<file path="src/rtl/pipe_stage_reg.sv">
// pipe_stage_reg: generic pipeline-stage register with a valid/ready handshake.
// It holds at most two entries: a main entry that drives the outputs, and a
// skid entry that absorbs the one extra accept possible after out_ready drops.
// The stage also supports a synchronous flush and keeps a saturating bubble count.
// The control field is masked to zero whenever the stage holds no valid entry,
// so a bubble can never trigger a register or memory write further down.
module pipe_stage_reg #(
  parameter int DATA_W = 32,
  parameter int CTRL_W = 16,
  parameter int CNT_W  = 16
) (
  input  logic              clk,
  input  logic              reset,
  input  logic              flush,
  input  logic              in_valid,
  output logic              in_ready,
  input  logic [DATA_W-1:0] in_data,
  input  logic [CTRL_W-1:0] in_ctrl,
  output logic              out_valid,
  input  logic              out_ready,
  output logic [DATA_W-1:0] out_data,
  output logic [CTRL_W-1:0] out_ctrl,
  output logic [CNT_W-1:0]  bubble_count
);

  localparam logic [CNT_W-1:0] cntMax = {CNT_W{1'b1}};

  logic              mainV;
  logic [DATA_W-1:0] mainD;
  logic [CTRL_W-1:0] mainC;
  logic              skidV;
  logic [DATA_W-1:0] skidD;
  logic [CTRL_W-1:0] skidC;
  logic [CNT_W-1:0]  bubbleCnt;
  logic              inFire;
  logic              outFire;

  // Handshake terms. in_ready comes straight from a flop, so it depends only
  // on whether the skid entry is occupied.
  always_comb begin
    in_ready  = !skidV;
    inFire    = in_valid && !skidV;
    outFire   = mainV && out_ready;
    out_valid = mainV;
    out_data  = mainD;
    out_ctrl  = mainV ? mainC : '0;
  end

  assign bubble_count = bubbleCnt;

  // Entry storage. A flush kills both entries and leaves the data untouched.
  // When main is free it refills from skid first, which keeps FIFO order.
  // An input accepted while main is stuck goes into skid.
  always_ff @(posedge clk or negedge reset) begin
    if (!reset) begin
      mainV <= 1'b0;
      mainD <= '0;
      mainC <= '0;
      skidV <= 1'b0;
      skidD <= '0;
      skidC <= '0;
    end else if (flush) begin
      mainV <= 1'b0;
      skidV <= 1'b0;
    end else if (!mainV || outFire) begin
      if (skidV) begin
        mainV <= 1'b1;
        mainD <= skidD;
        mainC <= skidC;
        skidV <= 1'b0;
      end else if (inFire) begin
        mainV <= 1'b1;
        mainD <= in_data;
        mainC <= in_ctrl;
      end else begin
        mainV <= 1'b0;
      end
    end else if (inFire) begin
      skidV <= 1'b1;
      skidD <= in_data;
      skidC <= in_ctrl;
    end
  end

  // Bubble counter. It counts edges where downstream was ready but nothing was
  // offered. Flush edges are not counted. The count saturates instead of wrapping.
  always_ff @(posedge clk or negedge reset) begin
    if (!reset) begin
      bubbleCnt <= '0;
    end else if (out_ready && !mainV && !flush && (bubbleCnt != cntMax)) begin
      bubbleCnt <= bubbleCnt + 1'b1;
    end
  end

endmodule

</file>
<file path="config.mk">
export PLATFORM = sky130hd
export DESIGN_NAME = pipe_stage_reg
export DESIGN_NICKNAME = d
export VERILOG_FILES = /design/src/rtl/pipe_stage_reg.sv
export SDC_FILE = /design/constraint.sdc
export NUM_CORES = 1
export LEC_CHECK = 0
export ABC_AREA = 0
export CAP_MARGIN = 30
export CORE_UTILIZATION = 54
export DETAILED_ROUTE_END_ITERATION = 7
export PLACE_DENSITY = 0.86
export RECOVER_POWER = 50
export SLEW_MARGIN = 25
export SYNTH_ARGS = -nofsm -noshare
export SYNTH_HDL_FRONTEND = slang
export SYNTH_SLANG_ARGS = --single-unit
</file>
<file path="constraint.sdc">
create_clock -name clk -period 4.15 [get_ports clk]
set_clock_uncertainty 0.15 [all_clocks]
set_input_delay 0.415 -clock clk [delete_from_list [all_inputs] [get_ports clk]]
set_output_delay 0.415 -clock clk [all_outputs]
set_load 0.05 [all_outputs]
</file>
==> results of run 1 <==
-- logic make-up after synthesis --
group | share of synthesized area (%)
AOI/OAI and AO/OA | 6.894
muxes | 21.79
adders and majority gates | 0.2471
DFF | 56.34
and+or+nand+nor | 10.35
buffers and inverters | 3.163
xor gates and xnor gates | 1.211
-- cell usage after synthesis (2+ instances only) --
cell type / number
dfrtp_1: 114
a21oi_1: 54
nor2_1: 51
mux2i_1: 48
mux2_2: 28
and2_1: 16
buf_2: 14
mux2_4: 13
mux2_1: 10
clkbuf_1: 7
a31oi_1: 6
and3_1: 6
buf_6: 4
nand2_1: 4
nand3_1: 4
nand4_1: 4
xor2_1: 4
and4_1: 3
xnor2_1: 3
buf_4: 2
nand2b_1: 2
nand3_2: 2
nor2b_1: 2
nor3_2: 2
-- power breakdown --
group | switching [mW] | internal, mW | leakage [nW]
logic | 0.536 | 0.369 | 1.21
clock network | 0.492 | 0.997 | 0.296
registers | 0.152 | 1.34 | 1.35
-- stage by stage --
step / cells / instance area [µm²] / setup slack, ps
after floorplan: 414 / 5064 / 1977
after global placement: 619 / 6279 / 1382
after detailed placement: 619 / 6279 / 1284
after CTS: 651 / 6894 / 1224
after global routing: 651 / 6865 / 648.5
final: 651 / 6865 / 1216
-- worst max-delay path, delay by kind of cell --
family                 cells  cell delay [ps]
buffers and inverters      3             2720
-- path summary, 6_finish.rpt --
| path | to | from | cells past startpoint |
|---|---|---|---|
| min in group asynchronous | mainC[8] | reset | 2 |
| setup reg to reg | skidD[25] | out_valid | 5 |
| hold reg to reg | skidD[28] | skidD[28] | 1 |
| max in group clk | out_ctrl[4] | out_valid | 2 |
| hold / removal | skidD[28] | skidD[28] | 1 |
| setup / recovery | mainC[15] | reset | 3 |
-- layer usage --
layer / wire, µm / track usage, % / vias to the layer above / share of wire (%)
met5: 0 / 0 / - / 0
met4: 230 / 10.91 / 0 / 2.0
met3: 667 / 6.950 / 18 / 5.8
met2: 5881 / 41.47 / 118 / 51
met1: 4821 / 31.45 / 1817 / 42
li1: - / - / 1687 / -
-- sequential cells by signal, summed over array words and instances, names as in the netlist --
name          count
out_data         32
skidD            32
bubble_count     16
mainC            16
skidC            16
out_valid         1
skidV             1
-- final cells by class --
type | count | share of cell area [%]
Inverter | 1 | 0.05467
Sequential cell | 114 | 41.57
Clock inverter | 11 | 2.333
Timing Repair Buffer | 125 | 17.82
Tap cell | 108 | 1.968
Multi-Input combinational cell | 272 | 29.76
Clock buffer | 20 | 6.488
-- repair_timing --
action	CTS	global route
hold buffers	1	0
hold endpoints to repair	66	0
setup buffers	0	0
-- cells in the final DEF, fill, tap and decap left out, types with 5 or more instances in the layout --
cell / Yosys / routed
clkinv_2: 0 / 5
dfrtp_1: 114 / 113
a31oi_1: 6 / 6
clkdlybuf4s50_1: 0 / 100
mux2_2: 28 / 28
nor2_1: 51 / 51
dlygate4sd3_1: 0 / 18
mux2_4: 13 / 13
mux2i_1: 48 / 48
a21oi_1: 54 / 54
clkbuf_16: 0 / 16
and2_1: 16 / 16
and3_1: 6 / 6
mux2_1: 10 / 10
==> flow_summary.yaml, run 1 <==
run_status:
  status: "complete, but fails checks"
  violations: "capacitance limit, slew limit"
yosys:
  async_flop_share_pct: 100.0
  synth_top_cell_by_area: "dfrtp_1"
  synth_top_area_share_pct: 56.34
  netlist_top_cells_area: "dfrtp_1, mux2i_1, mux2_2"
  synth_top_flop_cell: "dfrtp_1"
  synth.yosys.seq_area_share_pct: 56.34
  postSynthAreaPerCell_um2: 12.23
  ys_ff_latch: 114
  synthDistinctLibCells: 35
  syn-instance-count: 414
  yosys_warnings: 0
  synth_edf_count: 0
  syn-cell-area_um2: 5064
  syn_nets: 468
cts:
  cts_buffer_depth: 2
  cts_buffers: 17
  clk_latency_ps: 500
  clk_pin_slew_ps: 50
  numClockSinks: 114
  cts_resized: 0
  clockRootBuffer: "clkbuf_8"
  cts_tree: "done"
  htree_levels: 4
placed_design:
  gp_congestion: 0.8068
  port_buffers: 118
  hpwlAfterDp_um: 7281
die:
  die_w_um: 98.84
  start_util_pct: 56.95
  design.portCount: 119
  die_area_um2: 9768
  core.rowCount: 34
  core_area_um2: 8891
  die_y_um: 98.84
timing:
  slew_viol_final: 69
  holdWs_ps: 346.6
  max_freq_ghz: 0.3409
  tns_ps: 0
  tightest_slew_ps: 1673
  setup_viol: 0
  fin_crit_ps: 2934
  finalHoldViolCount: 0
  post-route-period-util_pct: 70.69
  slew_headroom_pct: -11.57
  rsz0062_at_grt: "no"
critical_path:
  r2r_setup_slack_ps: 1390
  criticalPathCategory: "in2async"
  critPathArrivalTime_ps: 3190
  cp_max_fo: 68
  cp_slowest_stage_delay_ps: 1190
  critical_path_required_ps: 4400
  cp-end-kind: "async pin"
  cp_cell_sequence: "dlygate4sd3_1 -> clkbuf_2 -> clkbuf_1"
  crit_path_start_kind: "input port"
  worst_path_max_delay_cell: "clkbuf_2"
route:
  drc: 0
  ant_nets: 0
  vias: 3640
  first_iter_violations: 150
  wl_um: 11600
  wire_per_inst_um: 17.82
  avgViaCountPerCell: 5.591
  drt_pass1_iterations: 4
job:
  drv_cap: 1
final_layout:
  antenna_cells: 0
  utilization_pct: 77.22
  multi_input_area_um2: 2043
  seq_area_um2: 2854
  area_growth_pct: 35.58
  nets: 585
  drive_gt1_share_pct: 15.29
  fillers: 584
global_routing:
  grt_max_degree: 97
  grt_pass1_vias: 3880
  antenna_found_initial: 0
  grt_first_pass_wirelength_um: 19040
  grt-ovfl-total: 0
  grt_usage_pct: 25.24
pwr:
  power.density_nw_per_um2: 565.4
  irDropWorstVdd_mv: 0.3141
  power_mw: 3.882
  leakage_nw: 2.861
hold_path:
  hold_path.class: "reg2reg"
Power figures use the tool's default switching activity.
==> inputs of run 2 (changes only) <==
Settings changed: CORE_UTILIZATION 54 to 45, PLACE_DENSITY 0.86 to 0.76.
Clock period 4.15 ns to 2.5 ns, I/O delays scaled along.
==> run 2 against run 1 <==
Net effect: the run still ends with capacitance limit, slew limit left; critical endpoint is now out_valid; sequential share of layout area hardly changed; critical path type is now reg2out; first-iteration DRC count is 31% lower; worst hold slack worse by 110 ps; via count is 2.1% lower; highest routed layer unchanged; critical path depth is 2 lower.
==> flow_summary.yaml, run 2 (synthesis results as in run 1) <==
placed_design:
  gp_congestion: 0.8223
  dp.cells: 651
  pre_cts_slack_ps: 299.2
  hpwlAfterDp_um: 6831
  port_buffers: 118
timing:
  slew_headroom_pct: -8.858
  post-route-period-util_pct: 94.03
  max_freq_ghz: 0.4254
  fin_crit_ps: 2351
  setup_viol: 0
  tightest_slew_ps: 1633
  fin_ws_ps: 149.2
  rsz0062_at_grt: "no"
  slew_viol_final: 75
  tns_ps: 0
  finalHoldViolCount: 0
global_routing:
  grt_first_pass_wirelength_um: 17150
  grt_pass1_vias: 3634
  grt_max_degree: 97
  grt-ovfl-total: 0
  antenna_found_initial: 0
  grt_usage_pct: 19.26
critical_path:
  cp-end-kind: "primary output"
  r2r_cells: 5
  worst_path_max_delay_cell: "clkdlybuf4s50_1"
  cp_slowest_stage_delay_ps: 870
  regToRegStartpoint: "out_valid"
  critPathArrivalTime_ps: 1950
  r2r_setup_slack_ps: 280
  critical_path_required_ps: 2100
  cp_max_fo: 21
  crit_path_start_kind: "flop"
  crit_family: "buffers and inverters"
  cp_cell_sequence: "clkdlybuf4s50_1"
  r2r_end: "skidD[26]"
  criticalPathCategory: "reg2out"
  critPathBufInv: 1
die:
  die_y_um: 108.1
  die_area_um2: 11680
  die_w_um: 108.1
  design.portCount: 119
  core_area_um2: 10890
  start_util_pct: 46.51
  core.rowCount: 38
final_layout:
  fillers: 876
  drive_gt1_share_pct: 16.02
  area_growth_pct: 35.58
  antenna_cells: 0
  nets: 586
  fin_cells: 683
  most-common-layout-cells: "dfrtp_1, clkdlybuf4s50_1, a21oi_1, nor2_1, mux2i_1"
  mostFrequentLayoutCell: "dfrtp_1"
cts:
  cts_setup_buffers: 0
  htree_levels: 4
  cts_buffer_depth: 2
  numClockSinks: 114
  cts_buffers: 17
  clockRootBuffer: "clkbuf_8"
  clk_latency_ps: 500
  cts_tree: "done"
  clk_pin_slew_ps: 50
pwr:
  power_mw: 6.095
  power.density_nw_per_um2: 887.8
  irDropWorstVdd_mv: 0.5280
  leakage_nw: 2.993
hold_path:
  holdPathStages: 2
  min_to: "skidD[25]"
  min_from: "in_data[25]"
  hold_path.class: "in2reg"
route:
  vias: 3563
  first_iter_violations: 103
  avgViaCountPerCell: 5.217
  drc: 0
  drt_pass1_iterations: 4
  wl_um: 10750
  wire_per_inst_um: 15.74
  ant_nets: 0
run_status:
  status: "complete, but fails checks"
  violations: "capacitance limit, slew limit"
job:
  drv_cap: 1
run 2: cell count changes in the layout (fill, tap and decap cells not counted), moves of 2 or more:
cell	change
dlygate4sd3_1	-16
dlymetal6s2s_1	+8
dlygate4sd2_1	+6
bufinv_16	-3
buf_4	+2
run 2: layer usage:
layer / global-route usage (%) / part of all wire, %
met5: 0 / 0
met2: 34.08 / 53
met3: 6.631 / 4.8
met4: 5.186 / 0.77
met1: 22.05 / 42
run 2: power breakdown:
part	internal, mW	switching [mW]	total, mW	leakage [nW]
logic	0.623	0.873	1.50	1.38
registers	2.22	0.243	2.46	1.35
clock network	1.38	0.763	2.14	0.261
total	4.22	1.88	6.10	2.99
run 2: area by class of cell:
type                       count  area (µm²)  share of cell area [%]
sequential                   114        2855                   41.59
multi-input combinational    272        2057                   29.96
timing repair buffer         126        1246                   18.15
clock buffer                  24       470.5                   6.853
tap                          140       175.2                   2.551
clock inverter                 6       57.56                  0.8383
inverter                       1       3.754                 0.05467
run 2: how the worst max path moves through the flow:
stage,start,to,cells after the start
3_3_place_gp,out_ready,bubble_count[14],5
6_report,out_valid,out_valid,1
5_1_grt,reset,out_valid,3
3_5_place_dp,out_valid,out_ctrl[0],2
2_1_floorplan,bubble_count[0],bubble_count[10],6
4_1_cts,out_valid,out_ctrl[10],2
run 2: repair_timing:
action / 4_1_cts / 5_1_grt
gates cloned: 0 / 0
endpoints found under the setup margin: 15 / 8
hold endpoints to repair: 114 / 0
pin swaps: 0 / 0
hold buffers: 2 / 0
gates resized for setup: 7 / 8
run 2: per-stage QoR:
stage                     util (%)  cell area (µm²)  hold slack (ps)
after floorplan                  -             5064           -195.6
after global placement       58.33             6351           -104.4
after detailed placement     58.33             6351           -103.4
after CTS                    63.31             6893            172.7
after global routing         63.05             6865            218.0
final                        63.05             6865            231.9
